File: src/rtl/dataflow_pkg.sv
// Shared definitions for the dataflow path: default sample width and a
// clog2 helper that never returns zero (safe for 1-entry ranges).
package dataflow_pkg;

    localparam int DF_DATA_WIDTH = 16;

    function automatic int safe_clog2(input int n);
        return (n > 1) ? $clog2(n) : 1;
    endfunction

endpackage

File: src/rtl/stream_vec_slot.sv
// One vector storage slot: holds a full channel vector with its captured
// channel count and last flag. load takes priority over clear.
module stream_vec_slot
    import dataflow_pkg::*;
#(
    parameter int DATA_WIDTH   = DF_DATA_WIDTH,
    parameter int NUM_CHANNELS = 8,
    parameter int CNT_W        = safe_clog2(NUM_CHANNELS + 1)
) (
    input  logic                               clk,
    input  logic                               rst,
    input  logic                               load,
    input  logic                               clear,
    input  logic [NUM_CHANNELS*DATA_WIDTH-1:0] load_data,
    input  logic [CNT_W-1:0]                   load_cnt,
    input  logic                               load_last,
    output logic [NUM_CHANNELS*DATA_WIDTH-1:0] data,
    output logic [CNT_W-1:0]                   cnt,
    output logic                               last,
    output logic                               full
);

    always_ff @(posedge clk) begin
        if (rst) begin
            full <= 1'b0;
        end else if (load) begin
            full <= 1'b1;
        end else if (clear) begin
            full <= 1'b0;
        end
    end

    // Payload is only meaningful while full, so it carries no reset.
    always_ff @(posedge clk) begin
        if (load) begin
            data <= load_data;
            cnt  <= load_cnt;
            last <= load_last;
        end
    end

endmodule

File: src/rtl/channel_interleaver_pp.sv
// Double-buffered channel serializer: parallel sample vectors in, one channel
// per beat out, with channel tag, per-vector last and end-of-packet framing.
module channel_interleaver_pp
    import dataflow_pkg::*;
#(
    parameter  int DATA_WIDTH   = DF_DATA_WIDTH,
    parameter  int NUM_CHANNELS = 8,
    localparam int CH_W         = safe_clog2(NUM_CHANNELS),
    localparam int CNT_W        = safe_clog2(NUM_CHANNELS + 1)
) (
    input  logic                               clk,
    input  logic                               rst,
    input  logic [CNT_W-1:0]                   cfg_num_ch,
    input  logic [NUM_CHANNELS*DATA_WIDTH-1:0] in_data,
    input  logic                               in_last,
    input  logic                               in_valid,
    output logic                               in_ready,
    output logic [DATA_WIDTH-1:0]              out_data,
    output logic [CH_W-1:0]                    out_ch,
    output logic                               out_last,
    output logic                               out_eop,
    output logic                               out_valid,
    input  logic                               out_ready,
    output logic                               busy
);

    localparam int VEC_W = NUM_CHANNELS * DATA_WIDTH;

    function automatic logic [CNT_W-1:0] clamp_cnt(input logic [CNT_W-1:0] c);
        if (c == '0 || int'(c) > NUM_CHANNELS) begin
            return CNT_W'(NUM_CHANNELS);
        end
        return c;
    endfunction

    logic [VEC_W-1:0]      pend_data, act_data, act_load_data;
    logic [CNT_W-1:0]      pend_cnt, act_cnt, act_load_cnt, in_cnt;
    logic                  pend_last, act_last, act_load_last;
    logic                  pend_full, act_full;
    logic [CH_W-1:0]       idx;
    logic                  out_adv, idx_is_last, act_retire, act_free;
    logic                  pend_move, accept, act_from_in, pend_load, act_load;
    logic [DATA_WIDTH-1:0] sel_sample;

    assign in_cnt      = clamp_cnt(cfg_num_ch);
    assign out_adv     = !out_valid || out_ready;
    assign idx_is_last = (CNT_W'(idx) == act_cnt - CNT_W'(1));
    assign act_retire  = act_full && out_adv && idx_is_last;
    // Active counts as free in the cycle it retires, which is what keeps
    // single-channel vectors streaming without a bubble.
    assign act_free    = !act_full || act_retire;
    assign pend_move   = pend_full && act_free;

    assign in_ready    = !rst && (!pend_full || pend_move);
    assign accept      = in_valid && in_ready;
    assign act_from_in = accept && act_free && !pend_full;
    assign pend_load   = accept && !act_from_in;
    assign act_load    = pend_move || act_from_in;

    assign act_load_data = pend_move ? pend_data : in_data;
    assign act_load_cnt  = pend_move ? pend_cnt  : in_cnt;
    assign act_load_last = pend_move ? pend_last : in_last;

    stream_vec_slot #(
        .DATA_WIDTH   (DATA_WIDTH),
        .NUM_CHANNELS (NUM_CHANNELS),
        .CNT_W        (CNT_W)
    ) u_pend (
        .clk       (clk),
        .rst       (rst),
        .load      (pend_load),
        .clear     (pend_move),
        .load_data (in_data),
        .load_cnt  (in_cnt),
        .load_last (in_last),
        .data      (pend_data),
        .cnt       (pend_cnt),
        .last      (pend_last),
        .full      (pend_full)
    );

    stream_vec_slot #(
        .DATA_WIDTH   (DATA_WIDTH),
        .NUM_CHANNELS (NUM_CHANNELS),
        .CNT_W        (CNT_W)
    ) u_act (
        .clk       (clk),
        .rst       (rst),
        .load      (act_load),
        .clear     (act_retire),
        .load_data (act_load_data),
        .load_cnt  (act_load_cnt),
        .load_last (act_load_last),
        .data      (act_data),
        .cnt       (act_cnt),
        .last      (act_last),
        .full      (act_full)
    );

    assign sel_sample = act_data[int'(idx)*DATA_WIDTH +: DATA_WIDTH];

    always_ff @(posedge clk) begin
        if (rst) begin
            idx <= '0;
        end else if (act_retire || act_load) begin
            idx <= '0;
        end else if (out_adv && act_full) begin
            idx <= idx + CH_W'(1);
        end
    end

    // Output stage: advances whenever empty or its beat is being taken.
    always_ff @(posedge clk) begin
        if (rst) begin
            out_valid <= 1'b0;
            out_last  <= 1'b0;
            out_eop   <= 1'b0;
            out_data  <= '0;
            out_ch    <= '0;
        end else if (out_adv) begin
            if (act_full) begin
                out_valid <= 1'b1;
                out_data  <= sel_sample;
                out_ch    <= idx;
                out_last  <= idx_is_last;
                out_eop   <= idx_is_last && act_last;
            end else begin
                out_valid <= 1'b0;
            end
        end
    end

    assign busy = act_full || pend_full || out_valid;

endmodule
File: config.mk
export PLATFORM = sky130hd
export DESIGN_NAME = channel_interleaver_pp
export DESIGN_NICKNAME = d
export VERILOG_FILES = /design/src/rtl/dataflow_pkg.sv /design/src/rtl/stream_vec_slot.sv /design/src/rtl/channel_interleaver_pp.sv
export SDC_FILE = /design/constraint.sdc
export NUM_CORES = 1
export LEC_CHECK = 0
export CELL_PAD_IN_SITES_DETAIL_PLACEMENT = 1
export CELL_PAD_IN_SITES_GLOBAL_PLACEMENT = 2
export CORE_ASPECT_RATIO = 1.4
export CORE_MARGIN = 2
export CORE_UTILIZATION = 38
export CTS_BUF_LIST = sky130_fd_sc_hd__clkbuf_8
export DETAILED_ROUTE_END_ITERATION = 10
export GPL_ROUTABILITY_DRIVEN = 0
export GPL_TIMING_DRIVEN = 0
export MAX_ROUTING_LAYER = met4
export PLACE_DENSITY = 0.74
export SLEW_MARGIN = 20
export SYNTH_ARGS = -nofsm -noshare
export SYNTH_HDL_FRONTEND = slang
export SYNTH_SLANG_ARGS = --single-unit
File: constraint.sdc
create_clock -name clk -period 10.3 [get_ports clk]
set_clock_uncertainty 0.05 [all_clocks]
set_input_delay 3.09 -clock clk [delete_from_list [all_inputs] [get_ports clk]]
set_output_delay 3.09 -clock clk [all_outputs]
set_load 0.005 [all_outputs]
# After elaboration in Yosys (flattened, before gate mapping)
# Cells that the tools add are included.
[classes]
n_lt_le_gt_ge = 1
muxes = 11
add_sub_neg = 2
n_eq_ne = 1
shift = 1
n_reduce_logical = 27
[ops]
columns = ["operator", "n"]
rows = [
  ["$mux W128", 1],
  ["$shiftx A128 B8 Y16", 1],
  ["$mux W4", 3],
  ["$logic_and A1 B1 Y1", 9],
  ["$logic_or A1 B1 Y1", 8],
  ["$mux W1", 7],
  ["$logic_not A1 Y1", 5],
  ["$eq A3 B4 Y1", 1],
  ["$gt A4 B4 Y1 const B", 1],
  ["$logic_not A4 Y1", 1],
  ["$reduce_bool A2 Y1", 2],
  ["$sub A4 B1 Y4 const B", 1],
  ["$add A3 B1 Y3 const B", 1],
  ["$reduce_and A2 Y1", 1],
  ["$reduce_or A2 Y1", 1],
]
[totals]
reg_bits = 293
elab_cells = 57
in_bits = 137
out_inout_bits = 24

# Longest topological paths before layout
# Gate-level depths: netlist of run 1.
[logic_depth]
word_depth = 14
mapped_depth = 8
ltp_nobuf = 6

# Hierarchy
# A second synthesis of run 1 with hierarchy kept.
[hier_totals]
hier_cells = 1387
hier_area_um2 = 16106.7
[modules_own_cells]
columns = ["module", "seq_area_each_um2", "instances", "cells_per_inst", "area_each_um2"]
rows = [
  ["stream_vec_slot", 4013.8, 2, 137, 4032.6],
  ["channel_interleaver_pp", 500.5, 1, 1113, 8041.5],
]

# Worst setup path before layout of run 1
# No wires, ideal clock.
[synth_path]
path_kind = "input -> register"
startpoint = "input out_ready"
endpoint = "register u_pend.cnt[0] (enable)"
path_slack_ns = -0.782
path_buffers = 0
setup_time_ns = 0.683
required_ns = 9.567
path_stages = 4
arrival_time_ns = 10.349
cell_sequence = "nor2b_1 > o31ai_1 > o21ai_0 > mux2i_1"
[synth_between]
elab_chain_cells = 12
[synth_lines]
columns = ["element", "line_no", "source"]
rows = [
  ["start, declared", "channel_interleaver_pp.sv:23", "input logic out_ready,"],
  ["$logic_or A1 B1 Y1 *", "channel_interleaver_pp.sv:46", "assign out_adv = !out_valid || out_ready;"],
  ["$logic_and A1 B1 Y1 * (2 in series)", "channel_interleaver_pp.sv:48", "assign act_retire = act_full && out_adv && idx_is_last;"],
  ["$logic_or A1 B1 Y1 *", "channel_interleaver_pp.sv:51", "assign act_free = !act_full || act_retire;"],
  ["$logic_and A1 B1 Y1", "channel_interleaver_pp.sv:52", "assign pend_move = pend_full && act_free;"],
  ["$logic_or A1 B1 Y1", "channel_interleaver_pp.sv:54", "assign in_ready = !rst && (!pend_full || pend_move);"],
  ["$logic_and A1 B1 Y1", "channel_interleaver_pp.sv:54", ""],
  ["$logic_and A1 B1 Y1", "channel_interleaver_pp.sv:55", "assign accept = in_valid && in_ready;"],
  ["$logic_and A1 B1 Y1 (2 in series)", "channel_interleaver_pp.sv:56", "assign act_from_in = accept && act_free && !pend_full;"],
  ["$logic_not A1 Y1", "channel_interleaver_pp.sv:57", "assign pend_load = accept && !act_from_in;"],
  ["$logic_and A1 B1 Y1 *", "channel_interleaver_pp.sv:57", ""],
  ["named net pend_load", "channel_interleaver_pp.sv:42", "logic pend_move, accept, act_from_in, pend_load, act_load;"],
  ["end signal, assigned", "stream_vec_slot.sv:37", "cnt <= load_cnt;"],
  ["end, declared", "stream_vec_slot.sv:18", "output logic [CNT_W-1:0] cnt,"],
]
# Mark *: on every way through the listed nets, which the timed path passes. The rest lies on a longest branch.
# A chain may end at the register's enable or synchronous reset.

# Final worst setup path of run 1
[layout_path]
startpoint = "input out_ready"
endpoint = "output in_ready"
[layout_between]
elab_chain_cells = 7
[layout_lines]
columns = ["element", "line_no", "source"]
rows = [
  ["$logic_or A1 B1 Y1", "channel_interleaver_pp.sv:46", ""],
  ["$logic_and A1 B1 Y1 (2 in series)", "channel_interleaver_pp.sv:48", ""],
  ["$logic_or A1 B1 Y1", "channel_interleaver_pp.sv:51", ""],
  ["$logic_and A1 B1 Y1", "channel_interleaver_pp.sv:52", ""],
  ["$logic_or A1 B1 Y1", "channel_interleaver_pp.sv:54", ""],
  ["$logic_and A1 B1 Y1", "channel_interleaver_pp.sv:54", ""],
  ["end, declared", "channel_interleaver_pp.sv:17", "output logic in_ready,"],
]
# No other way between the ends.

==> results.md, run 1 <==
- Setup violations, final: 0
- Multi-input logic area: 0.002927 mm²
- Startpoint Class: input pin
- Drt via density: 5.039
- Internal power: 2.047 mW
- CTS Hold Bufs: 0
- Crit share post-route: 0.8115
- CP Data Required Time: 7.16 ns
- FF-to-FF path depth: 9
- Main flop type after synthesis: edfxtp_1
- First-pass GRT wire length: 43540 µm
- Placed inst area: 0.01409 mm²
- Share of the synthesized area in the top cell type: 0.6853
- Flip-flop and latch area: 0.008528 mm²
- Sw Ratio: 0.2390
- Crit path DAT: 5.22 ns
- Async S/R FF share, synth: 0
- Cts bufs inserted: 45
- I/O pin total: 161
- Routed len/inst: 22.82 µm
- Clk root buf: clkbuf_8
- Max-cap violations: 0
- Largest net degree at the start of global routing: 30
- Critical path's largest stage delay: 0.52 ns
- Relative slew slack: 0.3804
- P_sw: 0.6429 mW
- CTS Buffer Depth: 3
- EDFF count, synth: 266
- Max-slew violations: 0
- Endpoint kind of the worst setup timing path: primary output
- Synth top area cells: edfxtp_1, mux2_1, mux4_2
- Dpl ws: 1.957 ns
- Outcome: finished clean
- Crit path max-delay cell type: clkdlybuf4s50_1
- TritonRoute pass-1 iters: 4
- Syn_area_per_cell: 19.43 µm²
- Core area: 0.03012 mm²
- Grt ovf: 0
- Setup CP Type: input pin to primary output
- Final Instance Area: 0.01496 mm²
- CTS Sinks: 293
- Leakage: 5.000 nW
- Clock Latency Late Sink: 0.58 ns
- Crit path time final: 8.358 ns
- Fmax: 119.6 MHz
- Post-synth top area cell: edfxtp_1
- Non-filler instance count after layout: 1243
- Synth Register Bits: 293
- Most frequent cells after synthesis: edfxtp_1, mux2_1, mux2_2, mux4_2, dfxtp_1
- CTS resizes: 0
- Die W: 152.0 µm
- DRC: 0
- TNS Setup: 0 ns
- CTS clk-pin slew, worst paths: 0.07 ns
- Syn Nets: 739
- Hold path cells: 2
- Max IR drop VDD: 0.00008893 V
- Final Hold Vio Count: 0
- Netlist cell types: 36
- Layout cell share with drive strength beyond 1: 0.2290
- Number of global-route vias before repair: 7146
- Maximum fanout along the worst path: 4
- FILL cells: 2824
- Final ANT Viol Nets: 0
- Bufs and invs on worst path: 2
- Die Height: 211.2 µm
- Inst Count DP: 1157
- Post-Synthesis Cells: 600
- Comb power frac: 0.121
- CTS HTree Levels: 2
- Top cell family by delay on the critical path: compound AO/OA/AOI/OAI gates
- Mapped cell area: 0.01166 mm²
- YS warnings: 0
- # rows: 75
- RSZ-0062 raised after global routing: false
- Count leader, synth: edfxtp_1
- CP Depth: 6
- Layout net count: 958
- Sequential power share: 0.532
- Clock power frac: 0.346
- Most common cell on crit path: clkdlybuf4s50_1
- Gr usage total: 0.1852
- Sequential-to-total area share from yosys stat: 0.7316
- # port buffers: 159
- Initial antenna violation count: 2
- CP Cell Sequence: clkdlybuf4s50_1, nor2b_1, o31ai_1, o21ai_0, a21oi_1, clkdlybuf4s50_1
- Cell Pwr Density: 179.8 mW/mm²
- DR iter-0 viols: 334
- Worst Hold Class: flip-flop to flip-flop
- Via count: 6263
- Routed wire length: 28370 µm
- P&R area growth vs syn: 28.35%
- Die footprint: 0.03211 mm²
- Postcts setup bufs: 0
- Slew @ Worst Pin: 0.9196 ns
- CTS tree: done
- HPWL Detailed: 20170 µm
- Pwr Total: 2.690 mW
- Initial Util: 0.3870
- Final WS setup: 1.942 ns
==> final timing paths <==
| path | start | endpoint | slack (ns) |
|---|---|---|---|
| worst max-delay path | out_ready | in_ready | 1.94 |
| worst min-delay path | out_ch[2]$_SDFFE_PP0P_ | out_ch[2]$_SDFFE_PP0P_ | 0.41 |
| worst max register to register | u_act.cnt[0]$_DFFE_PP_ | u_pend.data[50]$_DFFE_PP_ | 6.75 |
| worst min register to register | out_ch[2]$_SDFFE_PP0P_ | out_ch[2]$_SDFFE_PP0P_ | 0.41 |
==> layout make-up <==
class                   instances  share of cell area
clock buffers                  53             0.04876
plain buffers                  32             0.01380
multi-input cells             271              0.1956
well taps                     385             0.03220
clock inverters                31            0.008949
flip-flops and latches        293              0.5700
diodes                          2           0.0003345
repair buffers                172              0.1293
inverters                       4            0.001004
==> layer usage <==
metal | GRT usage | wire (µm) | vias up
li1 | - | - | 2844
met2 | 0.3200 | 15060 | 161
met3 | 0.03016 | 1039 | 56
met1 | 0.2222 | 11510 | 3202
met4 | 0.06252 | 756 | 0
met5 | - | 0 | -
==> cells by family (layout without fill, tap and decap cells) <==
logic type | after synthesis | count (layout) | share of synthesized area
AOI/OAI and AO/OA | 48 | 48 | 0.02308
xor gates and xnor gates | 5 | 5 | 0.003757
adders and majority gates | 2 | 2 | 0.002147
buffers and inverters | 36 | 292 | 0.01900
DFF | 293 | 293 | 0.7316
muxes | 183 | 183 | 0.2058
other | 0 | 2 | 0
and+or+nand+nor | 33 | 33 | 0.01460
==> stage by stage <==
| step | hold WS (ns) | utilization |
|---|---|---|
| 2_1_floorplan | 0.4027 | - |
| 3_3_place_gp | 0.3979 | 0.4559 |
| 4_1_cts | 0.4126 | 0.4965 |
| 5_1_grt | 0.4445 | 0.4967 |
| 6_report | 0.4089 | 0.4967 |
| 3_5_place_dp | 0.4029 | 0.4678 |
==> sequential cells by signal (all words and copies together), names as in the netlist, 3 cells and up <==
register,count
u_act.data,128
u_pend.cnt,4
u_act.cnt,4
out_data,16
out_ch,3
u_pend.data,128
idx,3
==> layout by cell type (no fill, tap or decap), types with 3 or more instances in the layout <==
master           netlist  layout
mux2i_1               18      17
clkbuf_8               0      53
xnor2_1                4       4
nand2_1                8       8
inv_1                  4      17
clkinv_1               0       8
mux2_2                63      63
mux2_1                70      70
mux4_2                32      32
clkbuf_1              10      10
nand2b_1               3       3
buf_16                 0      11
nor3_1                 5       5
edfxtp_1             266     266
a21oi_1               21      21
clkdlybuf4s50_1        0     159
buf_6                  9       9
dfxtp_1               27      27
o21ai_0               19      19
nor2_1                 6       5
nor2b_1                5       5
buf_2                  9       9
clkinv_2               0       8
==> worst reg2reg max path, delay by kind of cell, from the launching register on <==
family | cells | cell delay, ns
adders and majority gates | 1 | 0.21
DFF | 1 | 0.44
and+or+nand+nor | 1 | 0.26
AOI/OAI and AO/OA | 1 | 0.74
xor gates and xnor gates | 1 | 0.15
muxes | 1 | 0.69
buffers and inverters | 4 | 0.69
==> power groups by stage <==
| stage | registers, mW | logic, mW | clock network [mW] |
|---|---|---|---|
| floorplan | 1.46 | 0.157 | 0 |
| global placement | 1.48 | 0.285 | 0 |
| detailed placement | 1.46 | 0.331 | 0 |
| CTS | 1.43 | 0.333 | 0.965 |
| global route | 1.44 | 0.352 | 1.01 |
| finish | 1.43 | 0.326 | 0.931 |
Power figures use the tool's default switching activity.
==> run 2: changes to the inputs <==
Settings changed: CORE_UTILIZATION 38 to 43, PLACE_DENSITY 0.74 to 0.8.
Clock period 10.3 ns to 8.7 ns, I/O delays scaled along.
==> run 2 against run 1 <==
Worst hold slack gained 0.0086 ns. Power increased by 17%. Via count about the same. Die area shrank 11%. Sequential cell count unchanged. Sequential share of layout area increased by 0.52 points. Non-clock buffer count fell by 1. Count of clock-buffer cells in the layout is 4 lower. Critical path depth stayed put. Combinational power up 16%. Routed wire length decreased by 2.5%. Critical path type unchanged. Cell count is 1.9% lower.
==> results.md, run 2 (synthesis results as in run 1) <==
- TritonRoute pass-1 iters: 5
- Max-slew violations: 0
- DR iter-0 viols: 293
- Max IR drop VDD: 0.0001255 V
- Leakage: 4.949 nW
- Final ANT Viol Nets: 0
- # port buffers: 159
- Final Hold Vio Count: 0
- Die Height: 198.8 µm
- Die footprint: 0.02846 mm²
- Worst Setup SP: out_ready
- Largest net degree at the start of global routing: 30
- Commonest non-fill, non-tap cell in the layout: edfxtp_1
- Maximum fanout along the worst path: 4
- Cell Pwr Density: 211.7 mW/mm²
- Drt via density: 5.129
- Bufs and invs on worst path: 2
- CTS Sinks: 293
- Slew @ Worst Pin: 0.9322 ns
- Crit share post-route: 0.8483
- Core area: 0.02674 mm²
- P&R area growth vs syn: 27.18%
- CTS tree: done
- # rows: 71
- Top cell family by delay on the critical path: compound AO/OA/AOI/OAI gates
- HPWL Detailed: 19700 µm
- Gr usage total: 0.2057
- RSZ-0062 raised after global routing: false
- FF-to-FF path depth: 11
- Crit path DAT: 4.72 ns
- First-pass GRT wire length: 41790 µm
- Most frequent cells in the layout: edfxtp_1, clkdlybuf4s50_1, mux2_1
- Routed wire length: 27660 µm
- Outcome: finished clean
- CP Cell Sequence: clkdlybuf4s50_1, nor2b_1, o31ai_1, o21ai_0, a21oi_1, clkdlybuf4s50_1
- Reg2reg setup slack: 4.64 ns
- Max-cap violations: 0
- Non-filler instance count after layout: 1220
- CP Data Required Time: 6.04 ns
- CTS resizes: 0
- Startpoint Class: input pin
- Inst Count DP: 1136
- Critical path endpoint: in_ready
- Grt ovf: 0
- Routed len/inst: 22.67 µm
- Clock Latency Late Sink: 0.58 ns
- Initial antenna violation count: 0
- Setup CP Type: input pin to primary output
- Crit path time final: 7.380 ns
- Worst Hold Class: flip-flop to flip-flop
- Reg2reg start: u_act.cnt[0]$_DFFE_PP_
- Relative slew slack: 0.3652
- Via count: 6257
- CP Depth: 6
- DRC: 0
- CTS Buffer Depth: 3
- R2r endpoint: u_pend.data[9]$_DFFE_PP_
- Critical path's largest stage delay: 0.52 ns
- Die W: 143.2 µm
- Clk root buf: clkbuf_8
- Crit path max-delay cell type: clkdlybuf4s50_1
- Initial Util: 0.4359
- Layout net count: 958
- Fmax: 135.5 MHz
- Regs by FF count: u_act.data: 128 flops, u_pend.data: 128 flops, out_data: 16 flops
- Cts bufs inserted: 46
- CTS clk-pin slew, worst paths: 0.06 ns
- Most common cell on crit path: clkdlybuf4s50_1
- Layout cell share with drive strength beyond 1: 0.2216
- TNS Setup: 0 ns
- Setup violations, final: 0
- I/O pin total: 161
- Postcts setup bufs: 0
- Number of global-route vias before repair: 6994
- CTS HTree Levels: 2
- Endpoint kind of the worst setup timing path: primary output
- CTS Hold Bufs: 0
run 2: where the power goes:
| part | internal (mW) | leakage, nW | switching (mW) |
|---|---|---|---|
| logic | 0.198 | 1.80 | 0.181 |
| clock network | 0.520 | 0.469 | 0.543 |
| registers | 1.66 | 2.68 | 0.0320 |
run 2: worst min-delay path by stage:
stage                                      start                endpoint  slack, ns  cells after the start
final                     out_ch[2]$_SDFFE_PP0P_  out_ch[2]$_SDFFE_PP0P_       0.42                      2
after global routing      out_ch[0]$_SDFFE_PP0P_  out_ch[0]$_SDFFE_PP0P_       0.45                      2
after CTS                 out_ch[2]$_SDFFE_PP0P_  out_ch[2]$_SDFFE_PP0P_       0.42                      2
after detailed placement  out_ch[2]$_SDFFE_PP0P_  out_ch[2]$_SDFFE_PP0P_       0.41                      2
after global placement    out_ch[2]$_SDFFE_PP0P_  out_ch[2]$_SDFFE_PP0P_       0.40                      2
after floorplan           out_ch[0]$_SDFFE_PP0P_  out_ch[0]$_SDFFE_PP0P_       0.40                      2
run 2: tightest hold or removal path, stage by stage, from the launching register on:
cell     delay [ns]
dfxtp_1        0.31
nand2_1        0.06
a21oi_1        0.05
run 2: routing by layer:
layer	GRT usage	wire (µm)
met2	0.3454	14420
met1	0.2498	11140
met3	0.03924	1320
met5	-	0
met4	0.07114	783
run 2: layout make-up:
type                            count  area [µm²]
Antenna cell                        2       5.005
Buffer                             32       206.4
Clock buffer                       49       674.4
Clock inverter                     33       142.6
Fill cell                        2438       11920
Inverter                            4       15.01
Multi-Input combinational cell    271        2927
Sequential cell                   293        8528
Tap cell                          365       456.7
Timing Repair Buffer              171        1869
run 2: metrics by stage:
step	power [mW]	setup WS, ns	cell area [µm²]	hold WS (ns)	utilization
final	3.138	1.320	14820	0.4175	0.5544
after global routing	3.257	1.208	14820	0.4481	0.5542
after CTS	3.173	1.325	14820	0.4164	0.5542
after detailed placement	2.109	1.343	14000	0.4076	0.5237
after global placement	2.076	-2.051	13710	0.3972	0.5128
after floorplan	1.912	0.5748	11660	0.4027	-
